## config.mk

```make
export PLATFORM = sky130hd
export DESIGN_NAME = decoder_scan
export DESIGN_NICKNAME = d
export VERILOG_FILES = /design/src/rtl/decoder_pkg.sv /design/src/rtl/decoder_scan_onehot_dec.sv /design/src/rtl/decoder_scan.sv
export SDC_FILE = /design/constraint.sdc
export NUM_CORES = 1
export LEC_CHECK = 0
export ABC_AREA = 1
export BUFFER_PORTS_ARGS = -buffer_cell sky130_fd_sc_hd__buf_2
export CELL_PAD_IN_SITES_DETAIL_PLACEMENT = 0
export CELL_PAD_IN_SITES_GLOBAL_PLACEMENT = 2
export CORE_ASPECT_RATIO = 0.75
export CORE_MARGIN = 1
export CORE_UTILIZATION = 21
export DETAILED_ROUTE_END_ITERATION = 6
export PLACE_DENSITY_LB_ADDON = 0.1
export SLEW_MARGIN = 30
export SYNTH_ARGS = -nofsm -noshare
export SYNTH_HDL_FRONTEND = slang
export SYNTH_SLANG_ARGS = --single-unit
export TNS_END_PERCENT = 20
```

## constraint.sdc

```tcl
create_clock -name clk -period 1.2 [get_ports clk]
set_clock_uncertainty 0.2 [all_clocks]
set_input_delay 0.3 -clock clk [delete_from_list [all_inputs] [get_ports clk]]
set_output_delay 0.3 -clock clk [all_outputs]
set_load 0.02 [all_outputs]
```

## src/rtl/decoder_pkg.sv

```systemverilog
// Shared constants for the decoder_scan slice: FSM state encoding and request modes.
package decoder_pkg;

   typedef enum logic [1:0] {
      ST_IDLE = 2'd0,
      ST_HOLD = 2'd1,
      ST_SCAN = 2'd2
   } state_e;

   localparam logic MODE_DIRECT = 1'b0;
   localparam logic MODE_SCAN   = 1'b1;

endpackage : decoder_pkg

```

## src/rtl/decoder_scan_onehot_dec.sv

```systemverilog
// Combinational N-to-2^N one-hot decoder with enable, built recursively from 2-to-4 stages.
module onehot_dec #(
   parameter int N = 3
) (
   input  logic [N-1:0]      sel,
   input  logic              en,
   output logic [2**N-1:0]   d
);

   generate
      if (N == 1) begin : g_leaf1
         assign d = {en & sel[0], en & ~sel[0]};
      end else if (N == 2) begin : g_leaf2
         assign d = {en &  sel[1] &  sel[0],
                     en &  sel[1] & ~sel[0],
                     en & ~sel[1] &  sel[0],
                     en & ~sel[1] & ~sel[0]};
      end else begin : g_tree
         logic [3:0]            lo_s;
         logic [2**(N-2)-1:0]   hi_s;

         // Low pair is always decoded; the enable gates only the upper tree.
         onehot_dec #(.N(2)) u_lo (
            .sel (sel[1:0]),
            .en  (1'b1),
            .d   (lo_s)
         );

         onehot_dec #(.N(N-2)) u_hi (
            .sel (sel[N-1:2]),
            .en  (en),
            .d   (hi_s)
         );

         for (genvar i = 0; i < 2**(N-2); i++) begin : g_cross
            assign d[i*4 +: 4] = lo_s & {4{hi_s[i]}};
         end
      end
   endgenerate

endmodule : onehot_dec

```

## src/rtl/decoder_scan.sv

```systemverilog
// Registered N-to-2^N decoder with valid/ready on both sides.
// Define DECODER_SCAN_EN to compile in the auto-scan mode (SCAN state, counters, live busy).
module decoder_scan #(
   parameter int N          = 3,
   parameter int ACTIVE_LOW = 0,
   parameter int SCAN_DWELL = 4
) (
   input  logic              clk,
   input  logic              rst,
   input  logic              in_valid,
   output logic              in_ready,
   input  logic [N-1:0]      sel,
   input  logic              en,
   input  logic              mode,
   output logic              out_valid,
   input  logic              out_ready,
   output logic [2**N-1:0]   d,
   output logic              busy
);
   import decoder_pkg::*;

   localparam int              W      = 2**N;
   localparam logic [W-1:0]    D_IDLE = (ACTIVE_LOW != 0) ? {W{1'b1}} : {W{1'b0}};

   state_e          state_r, state_nxt_s;
   logic [W-1:0]    d_r;
   logic [W-1:0]    dec_d_s;
   logic [N-1:0]    dec_sel_s;
   logic            dec_en_s;
   logic            load_d_s;
   logic            out_valid_r;
   logic            busy_r;
   logic            in_ready_s;
   logic            accept_s;
   logic            mode_eff_s;
   logic            scan_req_s;

`ifdef DECODER_SCAN_EN
   localparam int DW = $clog2(SCAN_DWELL + 1);

   logic [N-1:0]    pos_r, pos_nxt_s;
   logic [N-1:0]    beat_r, beat_nxt_s;
   logic [DW-1:0]   dwell_r, dwell_nxt_s;

   assign mode_eff_s = mode;
`else
   // Without the scan feature every request is forced to direct mode.
   assign mode_eff_s = mode & MODE_DIRECT;
`endif

   assign accept_s   = in_valid & in_ready_s;
   assign scan_req_s = en & (mode_eff_s == MODE_SCAN);

   // Upstream ready: combinational from state and out_ready, held low during reset.
   always_comb begin
      in_ready_s = 1'b0;
      case (state_r)
         ST_IDLE: in_ready_s = 1'b1;
         ST_HOLD: in_ready_s = out_ready;
         default: in_ready_s = 1'b0;
      endcase
      if (rst) begin
         in_ready_s = 1'b0;
      end else begin
         in_ready_s = in_ready_s;
      end
   end

   // Next-state, decoder input selection and counter updates.
   always_comb begin
      state_nxt_s = state_r;
      load_d_s    = 1'b0;
      dec_sel_s   = sel;
      dec_en_s    = en;
`ifdef DECODER_SCAN_EN
      pos_nxt_s   = pos_r;
      beat_nxt_s  = beat_r;
      dwell_nxt_s = dwell_r;
`endif
      case (state_r)
         ST_IDLE, ST_HOLD: begin
            if (accept_s) begin
               load_d_s    = 1'b1;
               state_nxt_s = scan_req_s ? ST_SCAN : ST_HOLD;
`ifdef DECODER_SCAN_EN
               if (scan_req_s) begin
                  pos_nxt_s   = sel;
                  beat_nxt_s  = {N{1'b1}};
                  dwell_nxt_s = DW'(SCAN_DWELL - 1);
               end else begin
                  pos_nxt_s   = pos_r;
               end
`endif
            end else if ((state_r == ST_HOLD) && out_ready) begin
               state_nxt_s = ST_IDLE;
            end else begin
               state_nxt_s = state_r;
            end
         end
`ifdef DECODER_SCAN_EN
         ST_SCAN: begin
            dec_sel_s = pos_r + N'(1);
            dec_en_s  = 1'b1;
            if (dwell_r != {DW{1'b0}}) begin
               dwell_nxt_s = dwell_r - DW'(1);
            end else if (!out_ready) begin
               dwell_nxt_s = dwell_r;
            end else if (beat_r != {N{1'b0}}) begin
               load_d_s    = 1'b1;
               pos_nxt_s   = pos_r + N'(1);
               beat_nxt_s  = beat_r - N'(1);
               dwell_nxt_s = DW'(SCAN_DWELL - 1);
            end else begin
               state_nxt_s = ST_IDLE;
            end
         end
`endif
         default: state_nxt_s = ST_IDLE;
      endcase
   end

   onehot_dec #(.N(N)) u_dec (
      .sel (dec_sel_s),
      .en  (dec_en_s),
      .d   (dec_d_s)
   );

   // State, output register and status flags.
   always_ff @(posedge clk) begin
      if (rst) begin
         state_r     <= ST_IDLE;
         d_r         <= D_IDLE;
         out_valid_r <= 1'b0;
         busy_r      <= 1'b0;
      end else begin
         state_r     <= state_nxt_s;
         if (load_d_s) begin
            d_r <= dec_d_s ^ D_IDLE;
         end else begin
            d_r <= d_r;
         end
         out_valid_r <= (state_nxt_s != ST_IDLE);
         busy_r      <= (state_nxt_s == ST_SCAN);
      end
   end

`ifdef DECODER_SCAN_EN
   // Scan position, remaining-beat and dwell counters.
   always_ff @(posedge clk) begin
      if (rst) begin
         pos_r   <= {N{1'b0}};
         beat_r  <= {N{1'b0}};
         dwell_r <= {DW{1'b0}};
      end else begin
         pos_r   <= pos_nxt_s;
         beat_r  <= beat_nxt_s;
         dwell_r <= dwell_nxt_s;
      end
   end
`endif

   assign in_ready  = in_ready_s;
   assign out_valid = out_valid_r;
   assign d         = d_r;
   assign busy      = busy_r;

endmodule : decoder_scan

```

==> metrics.cfg <==
[run_status]
status = finished with violations
violations = setup timing

[run]
cap_violations = 0

[final_layout]
final_common_cell = nand2_1
antenna_cells = 0
syn_to_final_growth_pct = 68.93
finish.net_count = 118
layout_common_cells = nand2_1 (16), buf_6 (14), inv_1 (13)
utilization = 0.3856
fin_area_um2 = 904.6
drive_gt1_frac = 0.5185

[pwr]
p_int_uw = 694.3
switching_share = 0.2718
clkPwrFrac = 0.343
pwr-share-seq = 0.458
pwr-share-comb = 0.199
p_sw_uw = 259.1
ir_worst_vdd_mv = 0.4967
powerDensity_mw_per_mm2 = 1054
p_total_uw = 953.4
power.leakage_uw = 0.0004566

[clock_tree]
cts_max_path_buffers = 2
root_buffer = clkbuf_4
worstSkewPairLatency_ns = 0.28
cts_tree = built
cts_made_buffers = 3
clkTransAtPathRegs_ns = 0.08
clkSinkCount = 12
htreeDepth = 1

[critical_path]
crit_start = state_r[1]
arrival_ns = 1.01
cp_slowest_cell = dfxtp_2
crit_path_start_kind = flip-flop
rr_startpoint = state_r[1]
end_kind = output pin
worst-path-buf-inv = 2
worst_ep_required_time_ns = 0.70
reg2reg_slack_ns = -0.14
crit_cells = 4
crit_path_max_fanout = 2
r2r_end = d[4]
slowest_delay_ns = 0.34
cp_top_family = flip-flops
rr_worst_depth = 7
crit_chain = inv_2 -> nand2_4 -> a21oi_4 -> buf_6
crit_type = flip-flop to output pin

[floorplanning]
die_h_um = 45.74
initial_utilization = 0.2283
row_count = 15
dieArea_mm2 = 0.002758
coreArea_mm2 = 0.002346
ios = 20
die_x_um = 60.31

[hold_path]
hold_path_depth = 3
hold_path.class = input pin to flip-flop
hold_path_end = out_valid
min-delay-start = in_valid

[grt]
grt_pass1_wl_mm = 2.014
grt_pass1_vias = 470
antenna_found_initial = 0
grt_max_degree = 9
grt_usage = 0.1066
overflow = 0

[yosys]
ys_types = 12
netlist.top_cell.by_area = dfxtp_1
yosysSeqAreaShare = 0.4486
yosys.area.top_type_share = 0.4486
synth_area_um2 = 535.5
synth_area_per_cell_um2 = 6.866
yosys_warnings = 0
synth-seq-cells = 12
synthCells = 78
synth.area.top_cells = dfxtp_1 (45%), nand2_1 (13%), inv_1 (9.8%)

[sta]
post-route-period-util = 1.256
slew_viol_final = 0
timing.fmax_mhz = 663.6
min_period_ns = 1.507
final-setup-viol-count = 19
hold_viol = 0
fin_ws_ns = -0.3069
rsz0062_at_grt = true

[detailed_routing]
drc_errors = 0
final_antenna_net_count = 0
wire_per_inst_um = 8.958
drt_first_pass_iters = 4
via_count = 542
initialDrtViolationCount = 3
drt_wl_total_mm = 1.272
viasPerCell = 3.817

[placed_design]
placedInstanceArea_um2 = 701.9
place_ws_ns = -0.2164
gp_congestion = 0.7757
io_buffers = 18
dp.final_hpwl_um = 809.4

## cell families after synthesis
kind of cell,synth area share
AO/OA/AOI/OAI,0.02803
buffers and inverters,0.1262
flip-flops,0.4486
other,0.007003
AND/OR/NAND/NOR,0.3902
## routing by layer
metal / part of all wire / global-route usage / vias up
met2: 0.47 / 0.1626 / 14
li1: - / - / 292
met3: 0.059 / 0.05966 / 2
met4: 0.0094 / 0.02791 / 0
met5: 0 / 0 / -
met1: 0.45 / 0.1293 / 234
## layout make-up
cell class	count	area, um^2
sequential	12	254.0
timing repair buffer	25	222.7
fill	263	1441
clock buffer	4	36.28
multi-input combinational	52	292.8
inverter	15	56.30
tap	34	42.54
## worst register-to-register path, delay by kind of cell (launching register included)
family	cells	cell delay [ns]
buffers and inverters	3	0.29
DFF	1	0.34
and+or+nand+nor	4	0.41
## worst max-delay path by stage
stage,endpoint
detailed placement,d[7]
global route,in_ready
global placement,d[7]
finish,in_ready
CTS,in_ready
floorplan,in_ready
## power by group through the flow
stage	clock network, uW	registers, uW	logic (uW)
after floorplan	0	459	67.5
after global placement	0	437	142
after detailed placement	0	437	141
after CTS	349	436	179
after global routing	367	439	209
final	327	436	189
## repair_timing
action | 4_1_cts | 5_1_grt
gates cloned | 1 | 0
buffers inserted | 2 | 1
pin swaps | 2 | 3
hold buffers | 0 | 0
gates resized for setup | 36 | 10
setup endpoints to repair | 19 | 19
## Yosys cell counts, drive strengths merged
cell type and n:
inv 15, nand3 1, nand2 20, a21oi 3, nor3 8, buf 1, conb 1, dfxtp 12
nor2 17
## metrics by stage
stage                     TNS (ns)  instances  hold WS (ns)
after floorplan           -0.01491         79        0.2527
after global placement      -1.527        134        0.2947
after detailed placement    -1.601        134        0.3026
after CTS                   -1.940        141        0.1240
after global routing        -2.668        142        0.1731
final                       -1.480        142        0.1656
## state kept, by name, summed over array words and instances (netlist names)
register and flops:
busy 1, d 8, out_valid 1, state_r 2
Power figures use the tool's default switching activity.
